File: src/rtl/calc_op_sequencer.sv
// Calculator operation sequencer: single-cycle add/sub, iterative shift-add
// multiply and restoring divide, with Busy/Done/Err/Ovf status for the LEDs.
module calc_op_sequencer #(
  parameter int WIDTH = 16
) (
  input  logic             board_clk,
  input  logic             Reset,
  input  logic             Start,
  input  logic             Abort,
  input  logic [1:0]       Op,
  input  logic [WIDTH-1:0] A,
  input  logic [WIDTH-1:0] B,
  output logic [WIDTH:0]   C,
  output logic [WIDTH-1:0] R,
  output logic             Busy,
  output logic             Done,
  output logic             Err,
  output logic             Ovf,
  output logic [2:0]       State
);

  localparam int CNT_W = $clog2(WIDTH) + 1;

  localparam logic [2:0] S_IDLE = 3'b000;
  localparam logic [2:0] S_EXEC = 3'b001;
  localparam logic [2:0] S_MUL  = 3'b010;
  localparam logic [2:0] S_DIV  = 3'b011;
  localparam logic [2:0] S_DONE = 3'b100;
  localparam logic [2:0] S_ERR  = 3'b101;

  logic [2:0]         r_state;
  logic [2:0]         w_next;
  logic               r_sub;
  logic [WIDTH-1:0]   r_a;
  logic [WIDTH-1:0]   r_b;
  logic [2*WIDTH-1:0] r_prod;
  logic [WIDTH-1:0]   r_rem;
  logic [WIDTH-1:0]   r_quot;
  logic [CNT_W-1:0]   r_cnt;
  logic [WIDTH:0]     r_c;
  logic [WIDTH-1:0]   r_r;
  logic               r_busy;
  logic               r_done;
  logic               r_err;
  logic               r_ovf;

  logic               w_last;
  logic               w_iter;
  logic [WIDTH:0]     w_mul_sum;
  logic [2*WIDTH-1:0] w_prod_nxt;
  logic [WIDTH:0]     w_div_sh;
  logic [WIDTH:0]     w_div_trial;
  logic               w_div_ge;
  logic [WIDTH-1:0]   w_rem_nxt;
  logic [WIDTH-1:0]   w_quot_nxt;

  assign w_iter = (r_state == S_MUL) || (r_state == S_DIV);
  assign w_last = (r_cnt == CNT_W'(WIDTH - 1));

  // Multiplier: multiplicand added into the upper half, carry kept in the shift.
  assign w_mul_sum  = {1'b0, r_prod[2*WIDTH-1:WIDTH]} + (r_prod[0] ? {1'b0, r_a} : '0);
  assign w_prod_nxt = {w_mul_sum, r_prod[WIDTH-1:1]};

  // Divider: remainder stays below B, so the shifted value fits in WIDTH+1 bits
  // and the trial MSB is a clean sign bit.
  assign w_div_sh    = {r_rem, r_quot[WIDTH-1]};
  assign w_div_trial = w_div_sh - {1'b0, r_b};
  assign w_div_ge    = ~w_div_trial[WIDTH];
  assign w_rem_nxt   = w_div_ge ? w_div_trial[WIDTH-1:0] : w_div_sh[WIDTH-1:0];
  assign w_quot_nxt  = {r_quot[WIDTH-2:0], w_div_ge};

  always_comb begin
    w_next = r_state;
    case (r_state)
      S_IDLE: begin
        if (Start) begin
          case (Op)
            2'b10:   w_next = S_MUL;
            2'b11:   w_next = (B == '0) ? S_ERR : S_DIV;
            default: w_next = S_EXEC;
          endcase
        end
      end
      S_EXEC:  w_next = S_DONE;
      S_MUL:   w_next = w_last ? S_DONE : S_MUL;
      S_DIV:   w_next = w_last ? S_DONE : S_DIV;
      S_ERR:   w_next = S_DONE;
      S_DONE:  w_next = S_IDLE;
      default: w_next = S_IDLE;
    endcase
    if (Abort) w_next = S_IDLE;
  end

  always_ff @(posedge board_clk or posedge Reset) begin
    if (Reset) begin
      r_state <= S_IDLE;
      r_sub   <= 1'b0;
      r_a     <= '0;
      r_b     <= '0;
      r_prod  <= '0;
      r_rem   <= '0;
      r_quot  <= '0;
      r_cnt   <= '0;
      r_c     <= '0;
      r_r     <= '0;
      r_busy  <= 1'b0;
      r_done  <= 1'b0;
      r_err   <= 1'b0;
      r_ovf   <= 1'b0;
    end else begin
      r_state <= w_next;
      r_busy  <= (w_next != S_IDLE);
      r_done  <= (w_next == S_DONE);
      r_cnt   <= (w_iter && !w_last && !Abort) ? r_cnt + 1'b1 : '0;
      if (Abort) begin
        r_c   <= '0;
        r_r   <= '0;
        r_err <= 1'b0;
        r_ovf <= 1'b0;
      end else begin
        case (r_state)
          S_IDLE: begin
            if (Start) begin
              r_sub  <= Op[0];
              r_a    <= A;
              r_b    <= B;
              r_prod <= {{WIDTH{1'b0}}, B};
              r_rem  <= '0;
              r_quot <= A;
              r_c    <= '0;
              r_r    <= '0;
              r_err  <= 1'b0;
              r_ovf  <= 1'b0;
            end
          end
          S_EXEC: r_c <= r_sub ? ({1'b0, r_a} - {1'b0, r_b}) : ({1'b0, r_a} + {1'b0, r_b});
          S_MUL: begin
            r_prod <= w_prod_nxt;
            if (w_last) begin
              r_c   <= w_prod_nxt[WIDTH:0];
              r_ovf <= |w_prod_nxt[2*WIDTH-1:WIDTH+1];
            end
          end
          S_DIV: begin
            r_rem  <= w_rem_nxt;
            r_quot <= w_quot_nxt;
            if (w_last) begin
              r_c <= {1'b0, w_quot_nxt};
              r_r <= w_rem_nxt;
            end
          end
          S_ERR: begin
            r_err <= 1'b1;
            r_c   <= '0;
            r_r   <= '0;
          end
          default: ;
        endcase
      end
    end
  end

  assign C     = r_c;
  assign R     = r_r;
  assign Busy  = r_busy;
  assign Done  = r_done;
  assign Err   = r_err;
  assign Ovf   = r_ovf;
  assign State = r_state;

endmodule

File: config.mk
export PLATFORM = sky130hd
export DESIGN_NAME = calc_op_sequencer
export DESIGN_NICKNAME = d
export VERILOG_FILES = /design/src/rtl/calc_op_sequencer.sv
export SDC_FILE = /design/constraint.sdc
export NUM_CORES = 1
export LEC_CHECK = 0
export BUFFER_PORTS_ARGS = -buffer_cell sky130_fd_sc_hd__buf_2
export CORE_MARGIN = 2
export CORE_UTILIZATION = 50
export CTS_CLUSTER_DIAMETER = 150
export CTS_CLUSTER_SIZE = 30
export DETAILED_ROUTE_END_ITERATION = 8
export GPL_ROUTABILITY_DRIVEN = 0
export HOLD_SLACK_MARGIN = 0.12
export PLACE_DENSITY = 0.69
export SYNTH_ARGS = -nofsm -noshare
export SYNTH_HDL_FRONTEND = slang
export SYNTH_SLANG_ARGS = --single-unit
export TNS_END_PERCENT = 20
File: constraint.sdc
create_clock -name board_clk -period 5.45 [get_ports board_clk]
set_clock_uncertainty 0.05 [all_clocks]
set_input_delay 0.2725 -clock board_clk [delete_from_list [all_inputs] [get_ports board_clk]]
set_output_delay 0.2725 -clock board_clk [all_outputs]
set_load 0.005 [all_outputs]
==> results.md <==
Timing
* 66.8% — period utilization
* 1810 ps — smallest setup slack after layout
* 0 — hold violation count in the final report
* 0 — final max-slew violation count
* 0 — final setup fails
* no — RSZ-0062 raised after global routing
* 1140 ps — worst slew pin tran
* 275 MHz — Max Clk Rate
* 24.3% — Max-slew headroom
* 3640 ps — crit path time final
* 0 ps — setup TNS after final layout

Synthesis
* 100% — async set-or-reset flop fraction in the synthesized netlist
* 0 — number of synthesized flops with an enable pin
* 40.9% — sequential element share of the synthesized area
* 8690 sq um — combined area of all synthesized cells
* sky130_fd_sc_hd__dfrtp_1 41%, sky130_fd_sc_hd__ha_1 7.3%, sky130_fd_sc_hd__nand2_1 6.9%, sky130_fd_sc_hd__o21ai_0 5.1%, sky130_fd_sc_hd__mux2i_1 5.0% — largest cells by area after synthesis
* 981 — Synth Instances
* 40.9% — area share of the largest cell type after synthesis
* 0 — YS warnings
* 8.86 sq um — synthesized area per cell
* 1,073 — Synthesized Nets
* sky130_fd_sc_hd__dfrtp_1 — dominant register cell in the synthesized netlist
* sky130_fd_sc_hd__dfrtp_1 — post-synthesis cell type with the largest combined area
* 142 — flop and latch count out of synthesis
* 58 — Netlist cell types

Clock tree
* 17 — TritonCTS Buffers
* 142 — number of clock sinks
* 4 — H-tree depth
* 0 — post-CTS sizing
* 34 — number of buffers added to fix hold violations after cts
* done — CTS tree
* 2 — Clock Tree Buf Depth
* 0 — post-CTS repair timing setup buffer count
* 440 ps — clk_lat worst skew
* 60 ps — CTS clock-pin slew for the worst setup and hold paths
* sky130_fd_sc_hd__clkbuf_16 — Root Buffer

Placed design
* 1830 ps — pre-CTS WS
* 9310 sq um — placed inst area
* 16,900 um — DP Wirelength
* 1,255 — number of placed instances with taps included
* 77 — number of buffers added on ports

Cells and area
* 12.8% — proportion of layout cells with a drive suffix above 1
* 18.6% — growth of design area from synthesis to finish
* 1,546 — # fillers
* 1,175 — fin nets
* 3550 sq um — flip-flop and latch area
* 1,321 — non-filler cells, final
* 4850 sq um — multi-input logic area
* 10,300 sq um — post-layout instance area
* 0 — antenna diode count

Routing
* 5 — first-pass detailed-route iteration total
* 23,200 um — total routed wirelength
* 0 — drt drc
* 7,537 — total via count in the routed design
* 17.5 um — average wire length per cell after detail routing
* 567 — initial DRC count
* 0 — post-detailed-route count of antenna-violating nets
* 5.71 — via density per instance

Floorplan
* 136 um — overall die height
* 18,500 sq um — overall die area
* 17,200 sq um — Core ar.
* 78 — io pins
* 50.6% — starting density of the core
* 48 — std cell rows
* 136 um — horizontal die dimension

GRT
* 26.2% — aggregate global-route resource usage
* 37,500 um — first-pass GRT wire length
* 81 — largest net degree at the start of global routing
* 0 — initial antenna violation count
* 0 — grt ovf
* 7,355 — via count of the first global-routing pass

Min path
* primary input to flip-flop — path category of the worst min-delay check

Power and ir drop
* 416 nW/um^2 — power per cell area
* 0.277 mV — Peak supply drop
* 0.00429 W — total power of the final layout
* 4.98 nW — leakage power total

Job
* 0 — Maximum Capacitance Violations

Status
* completed — run status

Setup path
* flip-flop — critical path capture point type
* flip-flop — type of origin of the critical path
* 16 — largest fanout of any net on the critical path
* 5720 ps — Critical Path RT
* flip-flop to flip-flop — Worst Path Class, Setup
* 3910 ps — data arrival at the endpoint of the critical path

## report_power, final
part	switching, W	total [W]	internal, W
Clock	0.000456	0.00130	0.000845
Combinational	0.000888	0.00157	0.000683
Sequential	0.000190	0.00142	0.00123
Total	0.00153	0.00429	0.00276
## Yosys cell counts (3+ instances only)
master                     number
sky130_fd_sc_hd__nand2_1      159
sky130_fd_sc_hd__nand3_1       11
sky130_fd_sc_hd__nor3_1        21
sky130_fd_sc_hd__a41o_1         3
sky130_fd_sc_hd__and3_1         7
sky130_fd_sc_hd__a22oi_1        3
sky130_fd_sc_hd__clkbuf_1      34
sky130_fd_sc_hd__or4_1          5
sky130_fd_sc_hd__o31ai_1        4
sky130_fd_sc_hd__a31oi_1        8
sky130_fd_sc_hd__o31a_1         6
sky130_fd_sc_hd__a21oi_1       53
sky130_fd_sc_hd__o41a_1         3
sky130_fd_sc_hd__mux2_2        11
sky130_fd_sc_hd__a22o_1        16
sky130_fd_sc_hd__o22ai_1        3
sky130_fd_sc_hd__o21ai_0       88
sky130_fd_sc_hd__nor2b_1        9
sky130_fd_sc_hd__a211oi_1      10
sky130_fd_sc_hd__xor2_1        10
sky130_fd_sc_hd__o21a_1         9
sky130_fd_sc_hd__nand2b_1       9
sky130_fd_sc_hd__or2_2          3
sky130_fd_sc_hd__nor2_1        76
sky130_fd_sc_hd__o221ai_1       3
sky130_fd_sc_hd__nor4_1        11
sky130_fd_sc_hd__xnor2_1       35
sky130_fd_sc_hd__fa_1           3
sky130_fd_sc_hd__o21ai_1       23
sky130_fd_sc_hd__dfrtp_1      142
sky130_fd_sc_hd__nand4_1        3
sky130_fd_sc_hd__ha_1          51
sky130_fd_sc_hd__inv_1         42
sky130_fd_sc_hd__and2_1        16
sky130_fd_sc_hd__a21o_1        12
sky130_fd_sc_hd__mux2i_1       43
sky130_fd_sc_hd__or3_1          8
## logic make-up after synthesis
group                    share of synthesized area (%)
AO/OA/AOI/OAI                                     19.0
XOR/XNOR                                          4.53
adder cells (fa/ha/maj)                           8.03
buffers and inverters                             3.48
flip-flops                                        40.9
multiplexers                                      6.38
AND/OR/NAND/NOR                                   17.7
## metal layers
metal / vias up / track usage [%] / share of wire [%]
met4: 0 / 10.9 / 3.1
met2: 208 / 43.4 / 47
met1: 3603 / 34.2 / 45
li1: 3678 / - / -
met3: 48 / 4.55 / 4.6
met5: - / 0 / 0
## metrics by stage
stage          utilization, %  hold slack (ps)
2_1_floorplan               -              328
3_5_place_dp             54.2              407
4_1_cts                  60.0              198
3_3_place_gp             54.2              398
6_report                 60.0              215
5_1_grt                  60.0              214
## final cells by class
type / count / area share, %
clock buffer: 21 / 4.56
clock inverter: 11 / 1.81
inverter: 42 / 1.58
multi-input combinational: 759 / 47.1
sequential: 142 / 34.5
tap: 225 / 2.73
timing repair buffer: 121 / 7.77
## registers in the layout, summed over array words and instances (netlist names), 3 cells and up
name,flops
r_prod,32
r_quot,16
C,17
r_a,16
R,16
r_b,16
r_cnt,5
State,3
r_rem,16
## worst max-delay path, cell delays in order, from the launching register on
cell and delay [ps]:
sky130_fd_sc_hd__dfrtp_1 420, sky130_fd_sc_hd__ha_1 240, sky130_fd_sc_hd__fa_1 410, sky130_fd_sc_hd__nor2b_1 250, sky130_fd_sc_hd__o31ai_4 100, sky130_fd_sc_hd__a21oi_1 240, sky130_fd_sc_hd__o31a_1 210, sky130_fd_sc_hd__o21ai_1 150
sky130_fd_sc_hd__a311oi_4 670, sky130_fd_sc_hd__buf_4 310, sky130_fd_sc_hd__a41o_1 110, sky130_fd_sc_hd__a21oi_1 80, sky130_fd_sc_hd__mux2_2 270
## cells in the final DEF, fill, tap and decap left out, drive strengths merged, types with 5 or more instances in the layout
master	n
a211oi	10
a21o	12
a21oi	53
a22o	16
a31oi	8
and2	16
and3	7
buf	87
bufinv	5
clkbuf	21
clkinv	5
dfrtp	142
dlygate4sd3	34
ha	51
inv	42
mux2	11
mux2i	43
nand2	159
nand2b	9
nand3	11
nor2	76
nor2b	9
nor3	21
nor4	11
o21a	9
o21ai	111
o31a	6
o31ai	5
or3	8
or4	5
xnor2	35
xor2	10
## path summary, 6_finish.rpt
| kind | from | end | slack (ps) | cells past startpoint |
|---|---|---|---|---|
| worst max-delay path | r_b[0] | R[15] | 1810 | 12 |
| worst min-delay path | Abort | Err | 220 | 2 |
| worst max register to register | r_b[0] | R[15] | 1810 | 12 |
| worst min register to register | r_cnt[0] | r_cnt[0] | 410 | 1 |
| max in group asynchronous | Reset | r_a[2] | 3610 | 4 |
| min in group asynchronous | Reset | R[13] | 450 | 3 |
Note: power is estimated with default switching activity, not from simulation.
